<file path="src/rtl/riscv_imem_loader_if.sv">
// rtl/riscv_imem_loader_if.sv - byte-stream ingress and imem write port of the loader
`timescale 1ns/1ps
interface riscv_imem_loader_if #(
    parameter int I_WIDTH    = 32,
    parameter int ADDR_WIDTH = 10
);
    logic [7:0]            rx_data;
    logic                  rx_valid;
    logic                  rx_ready;
    logic                  imem_we;
    logic [ADDR_WIDTH-1:0] imem_addr;
    logic [I_WIDTH-1:0]    imem_wdata;

    modport master (
        output rx_data, rx_valid,
        input  rx_ready, imem_we, imem_addr, imem_wdata
    );

    modport slave (
        input  rx_data, rx_valid,
        output rx_ready, imem_we, imem_addr, imem_wdata
    );
endinterface

</file>
<file path="src/rtl/riscv_imem_loader.sv">
// rtl/riscv_imem_loader.sv - boot-time loader: length-prefixed byte stream to imem words with XOR check
`timescale 1ns/1ps
module riscv_imem_loader #(
    parameter int I_WIDTH    = 32,
    parameter int ADDR_WIDTH = 10,
    parameter int BASE_ADDR  = 0
) (
    input  logic                  clk,
    input  logic                  rst_n,
    input  logic                  start,
    riscv_imem_loader_if.slave    bus,
    output logic                  core_rst_n,
    output logic                  busy,
    output logic                  done,
    output logic                  error
);
    typedef enum logic [2:0] {
        S_IDLE, S_LEN0, S_LEN1, S_DATA, S_CSUM, S_DONE, S_ERR
    } state_t;

    localparam logic [16:0]           DEPTH = 17'(1) << ADDR_WIDTH;
    localparam logic [ADDR_WIDTH-1:0] BASE  = ADDR_WIDTH'(BASE_ADDR);

    state_t                state_q, state_d;
    logic [15:0]           len_q, len_d;
    logic [1:0]            byte_cnt_q, byte_cnt_d;
    logic [16:0]           word_idx_q, word_idx_d;
    logic [23:0]           shift_q, shift_d;
    logic [7:0]            csum_q, csum_d;
    logic                  rx_ready_q, rx_ready_d;
    logic                  busy_q, busy_d;
    logic                  done_q, done_d;
    logic                  error_q, error_d;
    logic                  core_rst_n_q, core_rst_n_d;
    logic                  imem_we_q, imem_we_d;
    logic [ADDR_WIDTH-1:0] imem_addr_q, imem_addr_d;
    logic [I_WIDTH-1:0]    imem_wdata_q, imem_wdata_d;

    logic        xfer;
    logic [15:0] len_full;

    assign xfer     = bus.rx_valid && rx_ready_q;
    assign len_full = {bus.rx_data, len_q[7:0]};

    always_comb begin
        state_d      = state_q;
        len_d        = len_q;
        byte_cnt_d   = byte_cnt_q;
        word_idx_d   = word_idx_q;
        shift_d      = shift_q;
        csum_d       = csum_q;
        imem_we_d    = 1'b0;
        imem_addr_d  = imem_addr_q;
        imem_wdata_d = imem_wdata_q;
        case (state_q)
            S_IDLE, S_DONE, S_ERR: begin
                if (start) begin
                    state_d    = S_LEN0;
                    word_idx_d = '0;
                    csum_d     = '0;
                    byte_cnt_d = '0;
                end
            end
            S_LEN0: begin
                if (xfer) begin
                    len_d[7:0] = bus.rx_data;
                    csum_d     = csum_q ^ bus.rx_data;
                    state_d    = S_LEN1;
                end
            end
            S_LEN1: begin
                if (xfer) begin
                    len_d  = len_full;
                    csum_d = csum_q ^ bus.rx_data;
                    if ({1'b0, len_full} > DEPTH) state_d = S_ERR;
                    else if (len_full == 16'd0)   state_d = S_CSUM;
                    else                          state_d = S_DATA;
                end
            end
            S_DATA: begin
                if (xfer) begin
                    csum_d     = csum_q ^ bus.rx_data;
                    byte_cnt_d = byte_cnt_q + 2'd1;
                    shift_d    = {bus.rx_data, shift_q[23:8]};
                    // Fourth byte completes the word: little-endian, so it lands in the top lane.
                    if (byte_cnt_q == 2'd3) begin
                        imem_we_d    = 1'b1;
                        imem_addr_d  = BASE + word_idx_q[ADDR_WIDTH-1:0];
                        imem_wdata_d = I_WIDTH'({bus.rx_data, shift_q});
                        word_idx_d   = word_idx_q + 17'd1;
                        if (word_idx_q + 17'd1 == {1'b0, len_q}) state_d = S_CSUM;
                    end
                end
            end
            S_CSUM: begin
                if (xfer) state_d = (bus.rx_data == csum_q) ? S_DONE : S_ERR;
            end
            default: state_d = S_IDLE;
        endcase
        rx_ready_d   = (state_d inside {S_LEN0, S_LEN1, S_DATA, S_CSUM});
        busy_d       = rx_ready_d;
        done_d       = (state_d == S_DONE);
        error_d      = (state_d == S_ERR);
        core_rst_n_d = (state_d == S_DONE);
    end

    always_ff @(posedge clk or negedge rst_n) begin
        if (!rst_n) begin
            state_q      <= S_IDLE;
            len_q        <= '0;
            byte_cnt_q   <= '0;
            word_idx_q   <= '0;
            shift_q      <= '0;
            csum_q       <= '0;
            rx_ready_q   <= 1'b0;
            busy_q       <= 1'b0;
            done_q       <= 1'b0;
            error_q      <= 1'b0;
            core_rst_n_q <= 1'b0;
            imem_we_q    <= 1'b0;
            imem_addr_q  <= '0;
            imem_wdata_q <= '0;
        end else begin
            state_q      <= state_d;
            len_q        <= len_d;
            byte_cnt_q   <= byte_cnt_d;
            word_idx_q   <= word_idx_d;
            shift_q      <= shift_d;
            csum_q       <= csum_d;
            rx_ready_q   <= rx_ready_d;
            busy_q       <= busy_d;
            done_q       <= done_d;
            error_q      <= error_d;
            core_rst_n_q <= core_rst_n_d;
            imem_we_q    <= imem_we_d;
            imem_addr_q  <= imem_addr_d;
            imem_wdata_q <= imem_wdata_d;
        end
    end

    assign bus.rx_ready   = rx_ready_q;
    assign bus.imem_we    = imem_we_q;
    assign bus.imem_addr  = imem_addr_q;
    assign bus.imem_wdata = imem_wdata_q;
    assign core_rst_n     = core_rst_n_q;
    assign busy           = busy_q;
    assign done           = done_q;
    assign error          = error_q;
endmodule

</file>
<file path="src/flat_wrapper.sv">
// flat-port wrapper written by rule: the top's interface ports become plain ports
module riscv_imem_loader_flat 
#(
    parameter int I_WIDTH    = 32,
    parameter int ADDR_WIDTH = 10,
    parameter int BASE_ADDR  = 0
)
  (clk, rst_n, start, core_rst_n, busy, done, error, bus_rx_data, bus_rx_valid, bus_rx_ready, bus_imem_we, bus_imem_addr, bus_imem_wdata);
  riscv_imem_loader_if #(.I_WIDTH(I_WIDTH), .ADDR_WIDTH(ADDR_WIDTH)) bus_i ();
  input  logic clk;
  input  logic rst_n;
  input  logic start;
  output logic core_rst_n;
  output logic busy;
  output logic done;
  output logic error;
  input wire logic [$bits(bus_i.rx_data)-1:0] bus_rx_data;
  input wire logic [$bits(bus_i.rx_valid)-1:0] bus_rx_valid;
  output wire logic [$bits(bus_i.rx_ready)-1:0] bus_rx_ready;
  output wire logic [$bits(bus_i.imem_we)-1:0] bus_imem_we;
  output wire logic [$bits(bus_i.imem_addr)-1:0] bus_imem_addr;
  output wire logic [$bits(bus_i.imem_wdata)-1:0] bus_imem_wdata;
  assign bus_i.rx_data = bus_rx_data;
  assign bus_i.rx_valid = bus_rx_valid;
  assign bus_rx_ready = bus_i.rx_ready;
  assign bus_imem_we = bus_i.imem_we;
  assign bus_imem_addr = bus_i.imem_addr;
  assign bus_imem_wdata = bus_i.imem_wdata;
  riscv_imem_loader #(.I_WIDTH(I_WIDTH), .ADDR_WIDTH(ADDR_WIDTH), .BASE_ADDR(BASE_ADDR)) u_core (.clk(clk), .rst_n(rst_n), .start(start), .bus(bus_i), .core_rst_n(core_rst_n), .busy(busy), .done(done), .error(error));
endmodule
</file>
<file path="config.mk">
export PLATFORM = sky130hd
export DESIGN_NAME = riscv_imem_loader_flat
export DESIGN_NICKNAME = d
export VERILOG_FILES = /design/src/rtl/riscv_imem_loader_if.sv /design/src/rtl/riscv_imem_loader.sv /design/src/flat_wrapper.sv
export SDC_FILE = /design/constraint.sdc
export NUM_CORES = 1
export LEC_CHECK = 0
export BUFFER_PORTS_ARGS = -buffer_cell sky130_fd_sc_hd__buf_2
export CAP_MARGIN = 30
export CORE_MARGIN = 2
export CORE_UTILIZATION = 27
export CTS_CLUSTER_SIZE = 10
export DETAILED_ROUTE_END_ITERATION = 16
export MAX_ROUTING_LAYER = met4
export PLACE_DENSITY = 0.42
export REMOVE_ABC_BUFFERS = 1
export SETUP_SLACK_MARGIN = 0.3
export SLEW_MARGIN = 20
export SYNTH_ARGS = -nofsm -noshare
export SYNTH_HDL_FRONTEND = slang
export SYNTH_SLANG_ARGS = --single-unit
</file>
<file path="constraint.sdc">
create_clock -name clk -period 2.4 [get_ports clk]
set_input_delay 0 -clock clk [delete_from_list [all_inputs] [get_ports clk]]
set_output_delay 0 -clock clk [all_outputs]
set_load 0.01 [all_outputs]
</file>
**Yosys cells after proc, flatten, opt, wreduce, memory -nomap -nowiden**

Index checks and enable logic that the tools add are counted.
Widths: inputs -> output; s select.

- Register bits: 116
- Latch bits: 0
- Memory bits (writable): 0
- ROM bits: 0
- Output and inout bits: 48
- Logic and storage cells: 78
- Memories: 0

- Add/subtract/negate cells: 2
- Multipliers: 0
- Divide/modulo/power cells: 0
- $lt $le $gt $ge: 1
- Equality and inequality tests: 19
- Shift-type cells: 0
- Multiplexer cells: 26
- Bitwise gates (word level): 2
- Reductions and logical operators: 15

Operator list:

| kind | count |
|---|---|
| $mux 17 | 3 |
| $pmux 17 s2 | 1 |
| $pmux 8 s2 | 2 |
| $mux 3 | 9 |
| $mux 8 | 3 |
| $eq 3x3->1 const B | 6 |
| $add 17x1->17 const B | 1 |
| $eq 17x16->1 | 1 |
| $gt 16x11->1 const B | 1 |
| $logic_not 16->1 | 1 |
| $pmux 3 s5 | 1 |
| $eq 3x2->1 const B | 4 |
| $reduce_and 3->1 | 4 |
| $eq 8x8->1 | 1 |
| $xor 8x8->8 | 1 |
| $eq 3x1->1 const B | 2 |
| $mux 2 | 3 |
| $ne 2x1->1 const B | 3 |
| $reduce_or 3->1 | 2 |
| $pmux 2 s2 | 1 |
| $reduce_and 2->1 | 2 |
| $reduce_and 4->1 | 1 |
| $reduce_bool 2->1 | 2 |
| $reduce_bool 4->1 | 1 |
| 7 further kinds | 9 |

**Logic depth before layout (Yosys ltp)**

Gate-level depths: netlist (run 1).

- Depth after elaboration: 8
- Gate-level depth with buffers: 9

**Least setup slack after synthesis (run 1)**

No wires, ideal clock.

- Path type: flip-flop to flip-flop
- Start point: register u_core.word_idx_q[0]
- End point: register u_core.state_q[1]
- Setup time: 0.131 ns
- Arrival time: 2.006 ns
- Slack: 0.263 ns
- Cell stages (with the launch flop): 8
- Clock period less this slack: 2.137 ns
- Cells stage by stage: dfrtp_1 > ha_1 > xnor2_1 > o211ai_1 > or4_4 > nor4_1 > and4_1 > o21ai_0

- Cells in the longest elaborated chain, start to end: 6

Ends and longest elaborated chain:

| what | line | text |
|---|---|---|
| start: declaration | riscv_imem_loader.sv:27 | `logic [16:0] word_idx_q, word_idx_d;` |
| start signal: assignment | riscv_imem_loader.sv:127 | `word_idx_q <= word_idx_d;` |
| $add 17x1->17 | riscv_imem_loader.sv:91 | `if (word_idx_q + 17'd1 == {1'b0, len_q}) state_d = S_CSUM;` |
| $eq 17x16->1 | riscv_imem_loader.sv:91 |  |
| $mux 3 | riscv_imem_loader.sv:91 |  |
| $mux 3 | riscv_imem_loader.sv:86 | `if (byte_cnt_q == 2'd3) begin` |
| $mux 3 | riscv_imem_loader.sv:81 | `if (xfer) begin` |
| $pmux 3 s5 | riscv_imem_loader.sv:55 | `case (state_q)` |
| via u_core.state_d[1] | riscv_imem_loader.sv:24 | `state_t state_q, state_d;` |
| end signal: assignment | riscv_imem_loader.sv:124 | `state_q <= state_d;` |
| end: declaration | riscv_imem_loader.sv:24 |  |

The timed path passes the listed nets, and every way through them passes these cells.
A chain may end at the register's enable or synchronous reset.

**Final worst setup path (run 1)**

- Start point: register u_core.word_idx_q[1]
- End point: register u_core.state_q[1]

Same word-level chain as after synthesis.

==> results_dict.tcl, run 1 <==
set metrics [dict create \
    place_congestion 0.8392 \
    syn_inst 609 \
    nets 693 \
    synth_top_cell_area_share_pct 51.98 \
    gr-usage-all-layers_pct 14.67 \
    floorplan.initialDensity_pct 27.60 \
    cell_internal_pwr_uw 4652 \
    antenna_left 0 \
    antenna_cells_inserted 0 \
    cts-root-to-sink-buffers 2 \
    setup_tns_ps 0 \
    viasPerCell 4.659 \
    final_design_area_excluding_fillers_um2 6990 \
    layout.cells.most_common_list "sky130_fd_sc_hd__nand2_1, sky130_fd_sc_hd__dfrtp_1, sky130_fd_sc_hd__buf_2" \
    placement.cell_area_um2 6206 \
    core_area_um2 20230 \
    gr-total-overflow 0 \
    tritoncts.num_buffers 17 \
    rr_endpoint "u_core.state_q[1]" \
    ir_drop_uv 509.3 \
    first_pass_grt_wire_length_um 24250 \
    postLayoutSetupSlackWorst_ps 301.8 \
    number_of_antenna_violations_at_the_first_check_in_global_routing 0 \
    placementRows 52 \
    wl_per_cell_um 15.54 \
    sw_frac_of_total_pct 33.25 \
    layout_min_cycle_time_ps 2098 \
    fillers 2076 \
    min_path_type "in -> async" \
    required_ps 2670 \
    clock_slew_at_the_register_clock_pins_of_the_worst_setup_and_hold_paths_ps 60 \
    regToRegSetupSlack_ps 300 \
    timing.critical_path.arrival_ps 2370 \
    final_layout_size_suffix_gt1_share_pct 23.15 \
    maxCapViolCount 0 \
    totalWireLength_um 14930 \
    final_common_cell "sky130_fd_sc_hd__nand2_1" \
    p_per_area_nw_per_um2 996.9 \
    cts.htree.levels 4 \
    total_die_area_um2 21850 \
    drt_drc_violations_left 0 \
    clock_insertion_delay_worst_skew_ps 420 \
    worst_setup_path_endpoint "u_core.state_q[1]" \
    timing.final.hold_violations 0 \
    ioPinCount 60 \
    remaining_max_slew_budget_at_the_tightest_pin_pct 58.95 \
    max_stage_delay_ps 580 \
    synth_cell_types 56 \
    hpwl_um 9966 \
    seq_area_frac_synth_pct 51.98 \
    ys_warn_count 0 \
    cts_tree "yes" \
    run_status "finished, final reports clean" \
    die-width_um 147.8 \
    final.hold.worst_slack_ps 119.0 \
    num_vias 4477 \
    final_max_slew_viol_count 0 \
    crit_start "u_core.word_idx_q[1]" \
    timing.final.setup_violations 0 \
    grt_start_max_net_pins 67 \
    first_global_vias 4604 \
    synth_flop_cell "sky130_fd_sc_hd__dfrtp_1" \
    rsz0062_at_grt "yes" \
    critPathCaptureType "register" \
    critical_path_maximum_fanout 2 \
    drt-pass1-iter-count 4 \
    yosysTopAreaCell "sky130_fd_sc_hd__dfrtp_1" \
    placement.io_buffers 59 \
    timing.clock.skew_ps 11.94 \
    final_core_utilization_pct 34.55 \
    r2r_cells 7 \
    static-leakage-power_uw 0.003448 \
    sw_power_uw 2317 \
    mappedNetlistArea_um2 5584 \
    clock-sinks 116 \
    comb_power_share_pct 24.0 \
    synthesis.area_per_instance_um2 9.169 \
    timing.final.crit_share_pct 87.42 \
    synth_enable_flop_cells 0 \
    clock_power_share_pct 35.4 \
    synth-async-reset-ratio_pct 100.0 \
    flow.area_growth_from_synthesis_pct 25.18 \
    number_of_synthesized_register_bits 116 \
    die_h_um 147.8 \
    path_class "reg -> reg" \
    detailedPlace.worstSlack_ps 146.2 \
    worst_reg2reg_path_startpoint "u_core.word_idx_q[1]" \
    crit_slowest_cell "sky130_fd_sc_hd__or4_4" \
    crit_path_launch_type "register" \
    cts_root_buffer "sky130_fd_sc_hd__clkbuf_16" \
    seqPwrFrac_pct 40.6 \
    clock.fmax_ghz 0.4766 \
    path_cells "ha_4 > xnor2_2 > o211ai_1 > or4_4 > nor4_4 > and4_1 > o21ai_0" \
    detailedRoute.firstIterationViolations 240 \
    worst-slew-pin-transition_ps 610.6 \
    netlist_top_cells_area "sky130_fd_sc_hd__dfrtp_1, sky130_fd_sc_hd__nand2_1, sky130_fd_sc_hd__mux2_2" \
]
[final cells by class]
type	count	area, µm²	share of cell area (%)
Clock inverter	12	132.6	1.897
Tap cell	270	337.8	4.833
Inverter	5	18.77	0.2685
Timing Repair Buffer	91	585.6	8.377
Sequential cell	116	2910	41.63
Multi-Input combinational cell	448	2562	36.66
Clock buffer	19	442.9	6.336
[synth_stat cells, drive strengths merged (2+ instances only)]
| master | n |
|---|---|
| a21oi | 9 |
| xnor2 | 15 |
| mux2i | 4 |
| o31ai | 5 |
| nor4 | 11 |
| and2 | 3 |
| mux2 | 25 |
| buf | 18 |
| nand4 | 10 |
| nor2 | 36 |
| o211ai | 3 |
| o41ai | 3 |
| clkbuf | 22 |
| o21ai | 41 |
| and4 | 3 |
| nand2b | 3 |
| o21a | 3 |
| nand2 | 204 |
| nand3 | 7 |
| ha | 2 |
| nand3b | 2 |
| dfrtp | 116 |
| inv | 4 |
| xor2 | 17 |
| a211oi | 2 |
| and3 | 6 |
| o22ai | 6 |
| nor2b | 3 |
| a31oi | 2 |
| nor3 | 6 |
| or4 | 2 |
[worst min-delay path by stage]
stage / slack [ps] / to / startpoint / depth (start not counted)
floorplan: -300 / u_core.bus.imem_addr[0] / rst_n / 0
finish: 120 / u_core.state_q[1] / rst_n / 2
global placement: 40 / u_core.state_q[1] / rst_n / 1
global route: 170 / u_core.shift_q[13] / rst_n / 2
CTS: 140 / u_core.shift_q[5] / rst_n / 2
detailed placement: 30 / u_core.state_q[1] / rst_n / 1
[logic make-up (layout without fill, tap and decap cells)]
| logic type | Yosys count | count (layout) | synth area share (%) |
|---|---|---|---|
| buffers and inverters | 45 | 127 | 3.899 |
| and+or+nand+nor | 298 | 298 | 23.28 |
| DFF | 116 | 116 | 51.98 |
| xor gates and xnor gates | 32 | 32 | 5.019 |
| muxes | 29 | 29 | 5.758 |
| adders and majority gates | 3 | 3 | 0.6273 |
| AOI/OAI and AO/OA | 86 | 86 | 9.433 |
[layer usage]
layer / wire, µm / up-vias / global-route usage [%]
met1: 7134 / 2204 / 18.55
met2: 7125 / 69 / 23.60
met4: 229 / 0 / 5.238
li1: - / 2192 / -
met3: 442 / 12 / 2.778
met5: 0 / - / -
[state kept, by name, summed over array words and instances (netlist names)]
register / cells
u_core.bus.imem_wdata: 32
u_core.shift_q: 24
u_core.word_idx_q: 17
u_core.len_q: 16
u_core.bus.imem_addr: 10
u_core.csum_q: 8
u_core.state_q: 3
u_core.byte_cnt_q: 2
u_core.bus.imem_we: 1
u_core.bus.rx_ready: 1
u_core.done: 1
u_core.error: 1
[repair_timing]
action                                 CTS  global route
setup endpoints to repair                5             6
resized for setup                        8            12
endpoints found under the hold margin   62             0
buffers inserted                         1             1
hold buffers                             9             0
pin swaps                                5             6
[power by group through the flow]
stage                     clock [µW]  combinational [µW]  sequential [µW]
after floorplan                    0                1090             2720
after CTS                       2530                1660             2820
after global placement             0                1570             2820
after detailed placement           0                1620             2840
final                           2470                1670             2830
after global routing            2640                1900             2890
[critical path, delay by kind of cell, from the launching register on]
family / cells / cell delay (ps)
adders and majority gates: 1 / 280
AOI/OAI and AO/OA: 2 / 190
and+or+nand+nor: 3 / 970
DFF: 1 / 420
xor gates and xnor gates: 1 / 100
[stage by stage]
stage	power, µW	cells
global placement	4395	918
finish	6969	961
global route	7425	961
CTS	7013	960
detailed placement	4457	919
floorplan	3812	569
No activity file was read; power rests on OpenSTA's default activity.
==> run 2, diff against run 1 <==
--- a/config.mk
+++ b/config.mk
@@ -9,9 +9,9 @@
 export CAP_MARGIN = 30
 export CORE_MARGIN = 2
-export CORE_UTILIZATION = 27
+export CORE_UTILIZATION = 54
 export CTS_CLUSTER_SIZE = 10
 export DETAILED_ROUTE_END_ITERATION = 16
 export MAX_ROUTING_LAYER = met4
-export PLACE_DENSITY = 0.42
+export PLACE_DENSITY = 0.73
 export REMOVE_ABC_BUFFERS = 1
 export SETUP_SLACK_MARGIN = 0.3
==> constraint.sdc (replaced) <==
create_clock -name clk -period 2.4 [get_ports clk]
set_input_delay 0 -clock clk [delete_from_list [all_inputs] [get_ports clk]]
set_output_delay 0 -clock clk [all_outputs]
set_load 0.05 [all_outputs]
==> run 2 against run 1 <==
Against the previous run:
- sequential share of layout area grew 1.2 points
- worst setup slack gained 16 ps
- cell area shrank 2.7%
- register-to-register slack gained 20 ps
- sequential cell count is the same
- largest cell class unchanged
- largest power group unchanged
==> results_dict.tcl, run 2 (same netlist as run 1, synthesis figures left out) <==
set metrics [dict create \
    run_status "finished, final reports clean" \
    crit_start "u_core.word_idx_q[1]" \
    num_vias 4603 \
    worst_reg2reg_path_startpoint "u_core.word_idx_q[1]" \
    final_layout_size_suffix_gt1_share_pct 23.22 \
    path_class "reg -> reg" \
    clock_insertion_delay_worst_skew_ps 530 \
    final_max_slew_viol_count 0 \
    clock.fmax_ghz 0.4803 \
    timing.final.setup_violations 0 \
    placement.io_buffers 59 \
    cts_tree "yes" \
    timing.critical_path.arrival_ps 2530 \
    floorplan.initialDensity_pct 54.83 \
    placementRows 37 \
    required_ps 2840 \
    ioPinCount 60 \
    largest_register_ff_count 32 \
    die_h_um 105.7 \
    critPathCaptureType "register" \
    final_common_cell "sky130_fd_sc_hd__nand2_1" \
    regToRegSetupSlack_ps 320 \
    path_cells "ha_4 > xnor2_2 > o211ai_1 > or4_4 > nor4_4 > nand4_1 > a21boi_1" \
    viasPerCell 5.579 \
    rr_endpoint "u_core.done" \
    die-width_um 105.7 \
    gr-usage-all-layers_pct 26.53 \
    antenna_left 0 \
    cts-root-to-sink-buffers 2 \
    static-leakage-power_uw 0.003400 \
    drt_drc_violations_left 0 \
    tritoncts.num_buffers 17 \
    nets 690 \
    ir_drop_uv 955.4 \
    worst-slew-pin-transition_ps 560.1 \
    core_area_um2 10180 \
    timing.final.crit_share_pct 86.76 \
    min_path_type "in -> reg" \
    hpwl_um 8547 \
    clock-sinks 116 \
    critPathBufInv 0 \
    flow.area_growth_from_synthesis_pct 21.80 \
    crit_slowest_cell "sky130_fd_sc_hd__or4_4" \
    wl_per_cell_um 16.45 \
    cts_root_buffer "sky130_fd_sc_hd__clkbuf_8" \
    number_of_antenna_violations_at_the_first_check_in_global_routing 0 \
    clock_slew_at_the_register_clock_pins_of_the_worst_setup_and_hold_paths_ps 60 \
    cts.htree.levels 4 \
    grt_start_max_net_pins 67 \
    gr-total-overflow 0 \
    antenna_cells_inserted 0 \
    total_die_area_um2 11170 \
    critical_path_maximum_fanout 2 \
    max_stage_delay_ps 570 \
    first_global_vias 4514 \
    detailedPlace.worstSlack_ps 177.8 \
    layout.cells.most_common_list "sky130_fd_sc_hd__nand2_1, sky130_fd_sc_hd__dfrtp_1, sky130_fd_sc_hd__buf_2" \
    maxCapViolCount 0 \
    timing.clock.skew_ps 9.102 \
    postLayoutSetupSlackWorst_ps 317.9 \
    drt-pass1-iter-count 5 \
    timing.final.hold_violations 0 \
    layout_min_cycle_time_ps 2082 \
    r2r_cells 7 \
    totalWireLength_um 13570 \
    remaining_max_slew_budget_at_the_tightest_pin_pct 62.35 \
    worst-path-stages 7 \
    crit_path_launch_type "register" \
    worst_setup_path_endpoint "u_core.done" \
    setup_tns_ps 0 \
    p_per_area_nw_per_um2 1051 \
    family_with_the_most_delay_on_the_worst_path "simple AND/OR/NAND/NOR gates" \
    first_pass_grt_wire_length_um 22410 \
    detailedRoute.firstIterationViolations 281 \
    place_congestion 0.9515 \
    rsz0062_at_grt "yes" \
]
-- run 2: worst reg2reg max path: cells and delay by family (launching register included) --
family,cells,cell delay [ps]
flip-flops,1,430
XOR/XNOR,1,100
AND/OR/NAND/NOR,3,890
AO/OA/AOI/OAI,2,280
adder cells (fa/ha/maj),1,290
-- run 2: what timing repair did --
action	in CTS	in global routing
setup endpoints to repair	5	26
hold buffers	11	0
gates resized for setup	5	15
pin swaps	2	8
endpoints found under the hold margin	156	0
buffers inserted	1	0
-- run 2: worst min path at each step --
stage / endpoint / from / cells after the start / slack, ps
after CTS: u_core.state_q[1] / start / 6 / 40
after global routing: u_core.state_q[1] / start / 6 / 110
after floorplan: u_core.bus.imem_addr[0] / rst_n / 0 / -300
after global placement: u_core.bus.imem_addr[0] / rst_n / 1 / -70
final: u_core.state_q[1] / start / 6 / 70
after detailed placement: u_core.bus.imem_addr[0] / rst_n / 1 / -60
-- run 2: per-layer routing --
layer | share of wire (%) | track usage [%]
met1 | 44 | 35.12
met3 | 5.2 | 5.195
met4 | 2.3 | 11.56
met2 | 49 | 40.09
met5 | 0 | -
-- run 2: cell type report --
type / instances / area (µm²)
Clock buffer: 18 / 427.9
Clock inverter: 14 / 175.2
Fill cell: 811 / 3383
Inverter: 5 / 18.77
Multi-Input combinational cell: 448 / 2529
Sequential cell: 116 / 2912
Tap cell: 136 / 170.2
Timing Repair Buffer: 88 / 569.3
-- run 2: stage by stage --
step | util (%) | total power, µW | hold WS [ps] | area [µm²] | instances
floorplan | - | 3931 | -295.6 | 5385 | 569
global placement | 58.87 | 4423 | -66.96 | 5996 | 781
detailed placement | 58.87 | 4505 | -60.93 | 5996 | 781
CTS | 66.27 | 7121 | 38.33 | 6749 | 825
global route | 66.78 | 7518 | 108.0 | 6802 | 825
finish | 66.78 | 7151 | 70.45 | 6802 | 825
-- run 2: report_power, final --
part / switching (µW) / internal, µW
clock network: 935 / 1610
logic: 1070 / 705
registers: 446 / 2380
